`config.mk`:
```
export PLATFORM = sky130hd
export DESIGN_NAME = unified_mem_arbiter
export DESIGN_NICKNAME = d
export VERILOG_FILES = /design/src/rtl/unified_mem_arbiter.sv
export SDC_FILE = /design/constraint.sdc
export NUM_CORES = 1
export LEC_CHECK = 0
export ABC_AREA = 1
export CAP_MARGIN = 20
export CORE_ASPECT_RATIO = 0.5
export CORE_UTILIZATION = 40
export DETAILED_ROUTE_END_ITERATION = 6
export PLACE_DENSITY = 0.83
export SLEW_MARGIN = 15
export SYNTH_ARGS = -nofsm -noshare
export SYNTH_HDL_FRONTEND = slang
export SYNTH_SLANG_ARGS = --single-unit
```
`constraint.sdc`:
```
create_clock -name clk -period 4.5 [get_ports clk]
set_clock_uncertainty 0.2 [all_clocks]
set_input_delay 0.675 -clock clk [delete_from_list [all_inputs] [get_ports clk]]
set_output_delay 0.675 -clock clk [all_outputs]
set_load 0.02 [all_outputs]
```
`src/rtl/unified_mem_arbiter.sv`:
```
// unified_mem_arbiter
// Shares one single-port unified instruction/data memory between the fetch
// stage and the MEM stage. Each access is serialised: a one-cycle command,
// MEM_LAT cycles of read latency, then a one-cycle completion pulse. The data
// side has strict priority over fetch. Stall outputs freeze the pipeline while
// a request is outstanding.
//
// Ports:
//   clk, rst                     clock (rising edge), async active-high reset
//   if_req/if_addr               fetch request, held until if_valid
//   if_rdata/if_valid            registered fetch word + one-cycle pulse
//   dm_read/dm_write/dm_addr/dm_wdata  load/store request from MEM stage
//   dm_rdata/dm_done             registered load data + one-cycle pulse
//   stall_if/stall_mem           pipeline freeze controls (combinational)
//   busy                         high while an access is in flight (BUSY/RESP)
//   mem_en/mem_we/mem_addr/mem_wdata  registered memory command
//   mem_rdata                    memory read data, valid MEM_LAT cycles after mem_en
module unified_mem_arbiter #(
  parameter int ADDR_W  = 8,
  parameter int DATA_W  = 16,
  parameter int MEM_LAT = 2
) (
  input  logic              clk,
  input  logic              rst,
  input  logic              if_req,
  input  logic [ADDR_W-1:0] if_addr,
  output logic [DATA_W-1:0] if_rdata,
  output logic              if_valid,
  input  logic              dm_read,
  input  logic              dm_write,
  input  logic [ADDR_W-1:0] dm_addr,
  input  logic [DATA_W-1:0] dm_wdata,
  output logic [DATA_W-1:0] dm_rdata,
  output logic              dm_done,
  output logic              stall_if,
  output logic              stall_mem,
  output logic              busy,
  output logic              mem_en,
  output logic              mem_we,
  output logic [ADDR_W-1:0] mem_addr,
  output logic [DATA_W-1:0] mem_wdata,
  input  logic [DATA_W-1:0] mem_rdata
);

  localparam int CNT_W = $clog2(MEM_LAT + 1);

  typedef enum logic [1:0] {
    IDLE = 2'd0,
    BUSY = 2'd1,
    RESP = 2'd2
  } state_t;

  state_t           state;
  state_t           state_next;
  logic             owner_dm;   // 1: data side owns the current access
  logic             write_flag; // current access is a store
  logic [CNT_W-1:0] cnt;
  logic             dm_any;
  logic             grant;
  logic             capture;

  assign dm_any = dm_read | dm_write;

  // State register
  always_ff @(posedge clk or posedge rst) begin
    if (rst) begin
      state <= IDLE;
    end else begin
      state <= state_next;
    end
  end

  // Next-state logic; requests are only looked at in IDLE, so the requester
  // still presenting its completed request during RESP is not re-granted.
  always_comb begin
    state_next = state;
    grant      = 1'b0;
    capture    = 1'b0;
    case (state)
      IDLE: begin
        if (dm_any || if_req) begin
          grant      = 1'b1;
          state_next = BUSY;
        end
      end
      BUSY: begin
        if (cnt == '0) begin
          capture    = 1'b1;
          state_next = RESP;
        end
      end
      RESP: begin
        state_next = IDLE;
      end
      default: begin
        state_next = IDLE;
      end
    endcase
  end

  // Datapath: command, latency counter, read capture and completion pulses.
  always_ff @(posedge clk or posedge rst) begin
    if (rst) begin
      owner_dm   <= 1'b0;
      write_flag <= 1'b0;
      cnt        <= '0;
      mem_en     <= 1'b0;
      mem_we     <= 1'b0;
      mem_addr   <= '0;
      mem_wdata  <= '0;
      if_rdata   <= '0;
      dm_rdata   <= '0;
      if_valid   <= 1'b0;
      dm_done    <= 1'b0;
    end else begin
      mem_en   <= grant;
      mem_we   <= grant & dm_write;
      if_valid <= capture & ~owner_dm;
      dm_done  <= capture & owner_dm;

      if (grant) begin
        owner_dm   <= dm_any;
        // A simultaneous read+write is treated as a store.
        write_flag <= dm_write;
        cnt        <= CNT_W'(MEM_LAT);
        if (dm_any) begin
          mem_addr  <= dm_addr;
          mem_wdata <= dm_wdata;
        end else begin
          mem_addr  <= if_addr;
        end
      end else if (state == BUSY && cnt != '0) begin
        cnt <= cnt - 1'b1;
      end

      if (capture) begin
        if (!owner_dm) begin
          if_rdata <= mem_rdata;
        end else if (!write_flag) begin
          dm_rdata <= mem_rdata;
        end
      end
    end
  end

  assign busy      = (state != IDLE);
  assign stall_mem = dm_any & ~dm_done;
  assign stall_if  = (if_req & ~if_valid) | stall_mem;

endmodule

```
**Word level (Yosys, flattened, before mapping)**

Index checks and enable logic that the tools add are counted.

- Bitwise operators: 11
- Add/sub/neg operators: 1
- Div/mod/pow operators: 0
- Order comparisons: 0
- Reductions and logical operators: 11
- Shift operators: 0
- Multiplexer cells: 10
- Eq/ne operators: 3
- $mul: 0

Operator list:

| kind | number |
|---|---|
| 2-bit 2-to-1 mux | 4 |
| 8-bit 2-to-1 mux | 1 |
| 2-bit AND reduction | 3 |
| 2-bit nonzero test | 3 |
| 1-bit bitwise AND | 5 |
| 2-bit logical NOT | 2 |
| 1-bit 2-to-1 mux | 4 |
| 2-bit inequality test (second input constant) | 2 |
| 1-bit NOT | 4 |
| 2-bit case mux with 2 select lines | 1 |
| 3-bit AND reduction | 1 |
| 2-bit by 1-bit equality test with 1-bit output (second input constant) | 1 |
| 1-bit OR | 2 |
| 2-bit by 1-bit subtractor with 2-bit output (second input constant) | 1 |
| 1-bit logical AND | 1 |
| 1-bit logical OR | 1 |

- Memories kept: 0
- Bits in latches: 0
- Bits in writable memories: 0
- ROM bits: 0
- Logic and storage cells: 48
- Register bits after elaboration: 66

**Logic depth before layout (Yosys ltp)**

Gate-level depths: netlist (run 1).

- Depth in word-level cells: 5
- Depth in mapped cells: 8
- Gate-level depth less buffers: 7

**Worst setup path after synthesis (run 1)**

Ideal clock, no wire load.

- Kind: input to output
- Start: in dm_read
- End: out stall_if
- Required time: 3.625 ns
- Path slack: 2.414 ns
- Arrival time: 1.211 ns
- Stages on the path: 3
- Cell sequence: nor2_1 buf_2 o22ai_1

- Longest elaborated chain between the ends: 3

Ends and longest elaborated chain:

| what | line | text |
|---|---|---|
| start, declared | 29 | `input logic dm_read,` |
| 1-bit OR | 62 | `assign dm_any = dm_read \| dm_write;` |
| 1-bit bitwise AND | 147 | `assign stall_mem = dm_any & ~dm_done;` |
| 1-bit OR | 148 | `assign stall_if = (if_req & ~if_valid) \| stall_mem;` |
| end, declared | 35 | `output logic stall_if,` |

Every way passes these cells.

**Worst setup path in the final report (run 1)**

- Start: in dm_write
- End: out stall_if

- Longest elaborated chain between the ends: 3

Ends and longest elaborated chain:

| what | line | text |
|---|---|---|
| start, declared | 30 | `input logic dm_write,` |
| 1-bit OR | 62 |  |
| 1-bit bitwise AND | 147 |  |
| 1-bit OR | 148 |  |

Every way passes these cells.

==> results of run 1 <==
## power by group through the flow
stage	registers (mW)	logic, mW	clock network, mW
floorplan	1.37	0.522	0
finish	1.06	1.55	0.675
global route	1.09	1.68	0.716
detailed placement	1.06	1.54	0
CTS	1.06	1.56	0.686
global placement	1.05	1.52	0
## worst max-delay path by stage
stage / slack, ns / from / to / cells after the start
after floorplan: 1.97 / rst / cnt[0] / 1
after global placement: 1.36 / dm_write / stall_if / 4
after detailed placement: 1.34 / dm_write / stall_if / 4
after CTS: 1.34 / dm_write / stall_if / 4
after global routing: 1.22 / dm_write / stall_if / 4
final: 1.35 / dm_write / stall_if / 4
## metal layers
| metal | global-route usage (%) | wire length (µm) |
|---|---|---|
| met4 | 8.39 | 117 |
| met1 | 24.5 | 3120 |
| met5 | 0 | 0 |
| met2 | 37.4 | 3660 |
| met3 | 3.48 | 196 |
## cell usage after synthesis
cell	n	area (µm²)
o22ai_1	1	6.26
nor2_2	2	12.5
nand3_4	1	17.5
dfrtp_1	66	1650
buf_2	7	35.0
nand3_1	19	95.1
inv_1	14	52.6
nand2_4	1	11.3
inv_2	1	3.75
buf_8	1	15.0
nor2_8	2	40.0
ha_1	1	12.5
nand2_1	175	657
o21ai_0	6	30.0
o21ai_1	10	50.1
nand2_2	2	12.5
buf_4	2	15.0
nor2_1	4	15.0
nand3_2	1	10.0
buf_6	3	33.8
## state kept, by name, summed over array words and instances, names as in the netlist
| name | count |
|---|---|
| mem_wdata | 16 |
| write_flag | 1 |
| mem_we | 1 |
| if_valid | 1 |
| dm_done | 1 |
| owner_dm | 1 |
| cnt | 2 |
| mem_addr | 8 |
| dm_rdata | 16 |
| mem_en | 1 |
| state | 2 |
| if_rdata | 16 |
## final cells by class
type                    instances  area, µm²  area share [%]
clock inverters                 6       68.8            1.62
well taps                      92        115            2.71
inverters                      15       57.6            1.35
clock buffers                   9        225            5.29
multi-input cells             225        970            22.8
flip-flops and latches         66       1650            38.8
repair buffers                117       1170            27.4
## cells by family after synthesis
| logic type | after synthesis | synth area share, % |
|---|---|---|
| AND/OR/NAND/NOR | 207 | 31.4 |
| AO/OA/AOI/OAI | 17 | 3.11 |
| adder cells (fa/ha/maj) | 1 | 0.451 |
| flip-flops | 66 | 59.5 |
| buffers and inverters | 28 | 5.59 |
## stage by stage
step	std cells	util [%]
2_1_floorplan	319	-
3_3_place_gp	515	59.1
3_5_place_dp	515	59.1
4_1_cts	530	63.5
5_1_grt	530	63.5
6_report	530	63.5
## critical path, stage by stage
cell,delay [ns]
clkdlybuf4s50_1,0.43
nor2_1,0.48
o22ai_1,0.12
clkdlybuf4s50_1,0.56
## cells in the final DEF (no fill, tap or decap)
master	instances
nand3_1	19
nand2_1	175
o22ai_1	1
buf_4	2
clkdlybuf4s50_1	115
clkinvlp_4	4
clkbuf_16	9
inv_1	13
nor2_2	2
nand2_2	2
dfrtp_1	66
nor2_8	2
o21ai_0	6
clkinv_2	1
nand3_4	1
clkinv_4	1
nand2_4	1
nor2_1	4
ha_1	1
nand3_2	1
inv_2	1
o21ai_1	10
bufinv_16	1
==> results.tsv, run 1 <==
metric	value	unit
Net Sw Frac	39.5	%
Final period util	70.0	%
largest net degree at the start of global routing	53	
Iter 0 DRT Violations	120	
worst endpoint required time	3.62	ns
hold path endpoint	mem_wdata[9]	
Max Cap Violations	0	
Hold WC Path Type	flop to flop	
Pre-antenna DRT Iters	4	
WHS Path Cells	2	
Routed WL	7090	µm
total power draw	3.28	mW
critical path type	input port to output pin	
vias in the first global route	2447	
root buf cell	clkbuf_16	
dpl ws	1.34	ns
DR vias/cell	4.60	
Max Slew Vio Count	0	
Synth Warn #	0	
global-route wire length before repair	11400	µm
Placer Congestion	0.779	
final hold vios	0	
Unique masters post-synth	20	
WL/cell	13.4	µm
setup ws final	1.35	ns
row count	21	
post-cts sizing count	0	
Setup TNS	0	ns
via count	2440	
Clock Latency Late Sink	0.32	ns
antenna violations before repair	0	
Area Growth Syn to Fin	53.2	%
Post-CTS Hold Fix Bufs	0	
net switching power	1.30	mW
gr usage total	20.3	%
initial core utilization	41.4	%
sequential-to-total area share from yosys stat	59.5	%
Crit Reg-Reg Startpoint	state[0]	
Max-slew headroom	41.3	%
syn_nets	373	
post-detailed-route count of antenna-violating nets	0	
Net count, final	488	
Fmax	317	MHz
Worst Hold Launch	mem_wdata[9]	
crit-path max FO	11	
fillers	537	
nature of the critical path endpoint	output pin	
Core Footprint	6700	µm²
Mean Syn Cell Area	8.70	µm²
crit path DAT	2.28	ns
Worst-Margin Slew	0.880	ns
Tmin final	3.15	ns
global route total overflow	0	
Final setup viols	0	
Comb power frac	47.3	%
DP Area	3960	µm²
CTS max path bufs	2	
number of clock sinks	66	
Mapped Area	2780	µm²
P_int	1.98	mW
Seq cells post-synth	66	
maximum vdd drop	0.319	mV
DRC	0	
RSZ-0062 raised after global routing	no	
chip width	120	µm
die area	7300	µm²
Hold WS	0.267	ns
Static Leak	2.09	nW
share of layout cells above drive strength 1	6.39	%
number of buffers added on ports	115	
reg-to-reg endpoint	write_flag	
Power Dens Cells	771	nW/µm²
die height	60.9	µm
IO Count	116	
H-tree Lvls	3	
CTS tree	done	
clk slew on worst S/H paths	0.05	ns
post-layout instance area	4250	µm²
ANT cells	0	
dpl hpwl	4780	µm
Synth Instances	319	
status	finished clean	
Seq pwr share	32.2	%
Clock power frac	20.6	%
reg2reg setup slack	2.16	ns
Reg2Reg Depth	5	
Startpoint Class	input port	
setup bufs post-CTS	0	
CTS buffer count	9	
Power figures use the tool's default switching activity.
==> inputs of run 2 (changes only) <==
==> constraint.sdc (replaced) <==
create_clock -name clk -period 3.3 [get_ports clk]
set_clock_uncertainty 0.2 [all_clocks]
set_input_delay 0.495 -clock clk [delete_from_list [all_inputs] [get_ports clk]]
set_output_delay 0.495 -clock clk [all_outputs]
set_load 0.02 [all_outputs]
==> run 2 against run 1 <==
Effect of this change:
- count of clock-buffer cells in the layout is 4 higher
- non-clock buffer count is 3 higher
- clock power is 24% higher
- core utilization is 0.11 points lower
- first-iteration DRC count is 6.7% lower
- die area stayed put
- via count is 0.82% lower
- power is 34% higher
- setup slack worse by 0.66 ns
- combinational power is 36% higher
- final area is 0.18% lower
- critical path type unchanged
- largest cell class unchanged
==> results.tsv, run 2 (synthesis results as in run 1) <==
metric	value	unit
Net count, final	491	
worst endpoint required time	2.60	ns
number of clock sinks	66	
setup bufs post-CTS	0	
chip width	120	µm
die height	60.9	µm
gr usage total	19.9	%
Hold WC Path Type	input port to asynchronous set/reset pin	
Power Dens Cells	1030	nW/µm²
initial core utilization	41.4	%
CTS max path bufs	2	
maximum vdd drop	0.375	mV
CTS tree	done	
via count	2420	
Placer Congestion	0.812	
Core Footprint	6700	µm²
Hold WS	0.266	ns
die area	7300	µm²
global-route wire length before repair	11100	µm
Pre-antenna DRT Iters	4	
Clock Latency Late Sink	0.32	ns
Crit Reg-Reg Startpoint	state[0]	
ANT cells	0	
crit-path max FO	11	
DRC	0	
Static Leak	2.11	nW
Worst-Margin Slew	0.452	ns
H-tree Lvls	3	
Multi-input gate area	970	µm²
setup ws final	0.689	ns
CTS buffer count	9	
most frequent cells in the layout	175 x nand2_1, 115 x clkdlybuf4s50_1, 66 x dfrtp_1, 19 x nand3_1, 13 x inv_1	
dpl hpwl	4840	µm
clk slew on worst S/H paths	0.05	ns
share of layout cells above drive strength 1	6.56	%
RSZ-0062 raised after global routing	no	
crit path DAT	1.92	ns
nature of the critical path endpoint	output pin	
dpl ws	0.681	ns
Tmin final	2.61	ns
DR vias/cell	4.53	
Setup TNS	0	ns
reg2reg setup slack	1.47	ns
Fmax	383	MHz
root buf cell	clkbuf_16	
global route total overflow	0	
Reg2Reg Depth	6	
row count	21	
antenna violations before repair	0	
Routed WL	6860	µm
Area Growth Syn to Fin	53.0	%
post-detailed-route count of antenna-violating nets	0	
Post-CTS Hold Fix Bufs	0	
critical path type	input port to output pin	
final hold vios	0	
IO Count	116	
Startpoint Class	input port	
number of buffers added on ports	115	
Final setup viols	0	
status	finished clean	
Largest regs	dm_rdata x16, if_rdata x16, mem_wdata x16	
Post-Layout Cell Count	534	
Max Slew Vio Count	0	
Iter 0 DRT Violations	112	
reg-to-reg endpoint	write_flag	
DP Cell Count	518	
fillers	539	
Final period util	79.1	%
vias in the first global route	2352	
WL/cell	12.9	µm
commonest non-fill, non-tap cell in the layout	nand2_1	
Max-slew headroom	69.8	%
Max Cap Violations	0	
largest net degree at the start of global routing	30	
post-cts sizing count	0	
FF+latch area	1650	µm²
-- run 2: cell types whose count changed in the layout (fill, tap and decap cells not counted) --
cell,previous run,this run
buf_4,2,5
bufinv_16,1,0
clkbuf_1,0,3
clkbuf_8,0,1
clkinv_2,1,3
clkinv_4,1,0
clkinvlp_4,4,0
inv_2,1,2
-- run 2: per-layer routing --
metal	up-vias	part of all wire [%]	GRT usage, %
met5	-	0	0
met4	0	1.4	7.14
met3	9	2.3	4.14
met2	42	51	36.1
met1	1145	46	24.3
li1	1224	-	-
-- run 2: worst max-delay path by stage --
stage                         from        to  slack, ns  cells after the start
after floorplan                rst    cnt[0]       0.95                      1
after global placement    dm_write  stall_if       0.69                      5
after detailed placement  dm_write  stall_if       0.68                      5
after CTS                 dm_write  stall_if       0.68                      5
after global routing      dm_write  stall_if       0.60                      5
final                     dm_write  stall_if       0.69                      5
-- run 2: where the power goes --
part           leakage, nW  internal (mW)  switching (mW)
logic                 1.18          0.924            1.19
registers            0.799           1.21           0.224
clock network        0.133          0.525           0.312
-- run 2: cell type report --
cell class	instances	share of cell area (%)
Tap cell	92	2.71
Sequential cell	66	38.9
Timing Repair Buffer	120	28.0
Clock inverter	3	0.354
Clock buffer	13	5.89
Multi-Input combinational cell	225	22.8
Inverter	15	1.33
-- run 2: worst max-delay path: stages --
cell and delay (ns):
clkdlybuf4s50_1 0.49, nor2_1 0.05, buf_4 0.16, o22ai_1 0.10, clkdlybuf4s50_1 0.62
-- run 2: per-stage QoR --
stage	area, µm²	power [mW]	util [%]
after floorplan	2780	2.58	-
after global placement	3980	3.50	59.4
after detailed placement	3980	3.56	59.4
after CTS	4250	4.42	63.4
after global routing	4250	4.66	63.4
final	4250	4.38	63.4
==> inputs of run 3 (changes only) <==
--- a/config.mk
+++ b/config.mk
@@ -8,9 +8,9 @@
 export ABC_AREA = 1
 export CAP_MARGIN = 20
 export CORE_ASPECT_RATIO = 0.5
-export CORE_UTILIZATION = 40
+export CORE_UTILIZATION = 38
 export DETAILED_ROUTE_END_ITERATION = 6
-export PLACE_DENSITY = 0.83
+export PLACE_DENSITY = 0.82
 export SLEW_MARGIN = 15
 export SYNTH_ARGS = -nofsm -noshare
 export SYNTH_HDL_FRONTEND = slang
==> constraint.sdc (replaced) <==
create_clock -name clk -period 2.1 [get_ports clk]
set_clock_uncertainty 0.2 [all_clocks]
set_input_delay 0.315 -clock clk [delete_from_list [all_inputs] [get_ports clk]]
set_output_delay 0.315 -clock clk [all_outputs]
set_load 0.02 [all_outputs]
==> run 3 against run 2 <==
Effect of this change:
- worst hold slack lost 0.060 ns
- critical endpoint is now busy
- combinational power is 60% higher
- first-iteration DRC count rose by 47%
- count of clock-buffer cells in the layout decreased by 2
- via count rose by 2.5%
- sequential share of layout area fell by 0.46 points
- core utilization shrank 0.71 points
- final area is 1.2% higher
- final cell count increased by 0.37%
- largest cell class unchanged
- wire length rose by 8.2%
- power is 60% higher
- highest routed layer unchanged
==> results.tsv, run 3 (synthesis results as in run 1) <==
metric	value	unit
reg2reg setup slack	0.28	ns
FF+latch area	1650	µm²
total power draw	6.99	mW
Iter 0 DRT Violations	165	
via count	2480	
setup ws final	0.104	ns
fillers	546	
crit path launch	state[0]	
Largest regs	dm_rdata x16, if_rdata x16, mem_wdata x16	
Area Growth Syn to Fin	54.8	%
H-tree Lvls	3	
Worst-Margin Slew	0.543	ns
critical path type	flop to output pin	
CTS buffer count	9	
Static Leak	2.13	nW
Crit Reg-Reg Startpoint	cnt[1]	
DP Cell Count	522	
global-route wire length before repair	12300	µm
most frequent cells in the layout	175 x nand2_1, 113 x clkdlybuf4s50_1, 66 x dfrtp_1, 19 x nand3_1, 13 x inv_1	
WL/cell	13.8	µm
clk slew on worst S/H paths	0.05	ns
dpl ws	-0.0340	ns
Placer Congestion	0.800	
Max-slew headroom	63.7	%
CTS tree	done	
row count	21	
Max Cap Violations	0	
CTS max path bufs	2	
commonest non-fill, non-tap cell in the layout	nand2_1	
dpl hpwl	5050	µm
final hold vios	0	
Startpoint Class	flop	
Post-Layout Cell Count	536	
vias in the first global route	2476	
share of layout cells above drive strength 1	7.43	%
worst endpoint required time	1.58	ns
Pre-antenna DRT Iters	4	
Setup TNS	0	ns
IO Count	116	
largest net degree at the start of global routing	25	
Power Dens Cells	1630	nW/µm²
number of clock sinks	66	
global route total overflow	0	
DRC	0	
initial core utilization	40.5	%
ANT cells	0	
Net count, final	495	
max incr delay on CP	0.54	ns
chip width	123	µm
Routed WL	7420	µm
RSZ-0062 raised after global routing	no	
post-detailed-route count of antenna-violating nets	0	
Multi-input gate area	970	µm²
critical path's slowest cell	clkdlybuf4s50_1	
Max Slew Vio Count	0	
CP cell instances	nor2_2 -> inv_1 -> clkdlybuf4s50_1	
gr usage total	21.0	%
number of buffers added on ports	115	
Hold WC Path Type	input port to asynchronous set/reset pin	
Core Footprint	6860	µm²
antenna violations before repair	0	
root buf cell	clkbuf_16	
DR vias/cell	4.63	
crit-path max FO	4	
Tmin final	2.00	ns
maximum vdd drop	0.773	mV
die area	7670	µm²
Final setup viols	0	
Fmax	501	MHz
Final period util	95.0	%
crit path DAT	1.48	ns
Clock Latency Late Sink	0.32	ns
Post-CTS Hold Fix Bufs	0	
nature of the critical path endpoint	output pin	
die height	62.4	µm
status	finished clean	
run 3: final cells by class:
| class | count | share of cell area, % |
|---|---|---|
| repair buffers | 124 | 28.9 |
| flip-flops and latches | 66 | 38.4 |
| clock buffers | 11 | 5.65 |
| multi-input cells | 225 | 22.6 |
| clock inverters | 3 | 0.408 |
| inverters | 15 | 1.40 |
| well taps | 92 | 2.68 |
run 3: critical path: cells and delay by family, from the launching register on:
family | cells | cell delay (ns)
buffers and inverters | 2 | 0.58
DFF | 1 | 0.44
and+or+nand+nor | 1 | 0.14
run 3: worst paths after layout:
| check | endpoint | cells past startpoint |
|---|---|---|
| min reg2reg | mem_wdata[8] | 2 |
| min | if_valid | 2 |
| max reg2reg | dm_rdata[15] | 6 |
| max | busy | 3 |
| min in group clk | mem_wdata[8] | 2 |
| max in group asynchronous | dm_rdata[7] | 3 |
run 3: routing by layer:
| layer | track usage [%] | up-vias | part of all wire, % |
|---|---|---|---|
| met4 | 9.76 | 0 | 3.0 |
| li1 | - | 1226 | - |
| met5 | 0 | - | 0 |
| met1 | 26.5 | 1178 | 44 |
| met2 | 35.0 | 58 | 50 |
| met3 | 4.01 | 18 | 3.2 |
run 3: repair_timing:
action	4_1_cts	5_1_grt
endpoints found under the setup margin	2	0
hold endpoints to repair	0	0
buffers inserted	0	0
resized for setup	2	0
run 3: through the flow:
stage,utilization (%),instance area (µm²),hold slack [ns]
final,62.7,4300,0.206
after global routing,62.7,4300,0.257
after CTS,62.7,4300,0.212
after detailed placement,58.9,4040,0.262
after global placement,58.9,4040,0.256
after floorplan,-,2780,0.225
run 3: report_power, final:
group	total (mW)	leakage [nW]	switching, mW	internal, mW
logic	3.38	1.20	1.89	1.50
registers	2.26	0.799	0.366	1.90
clock network	1.34	0.127	0.524	0.813
total	6.99	2.13	2.78	4.21
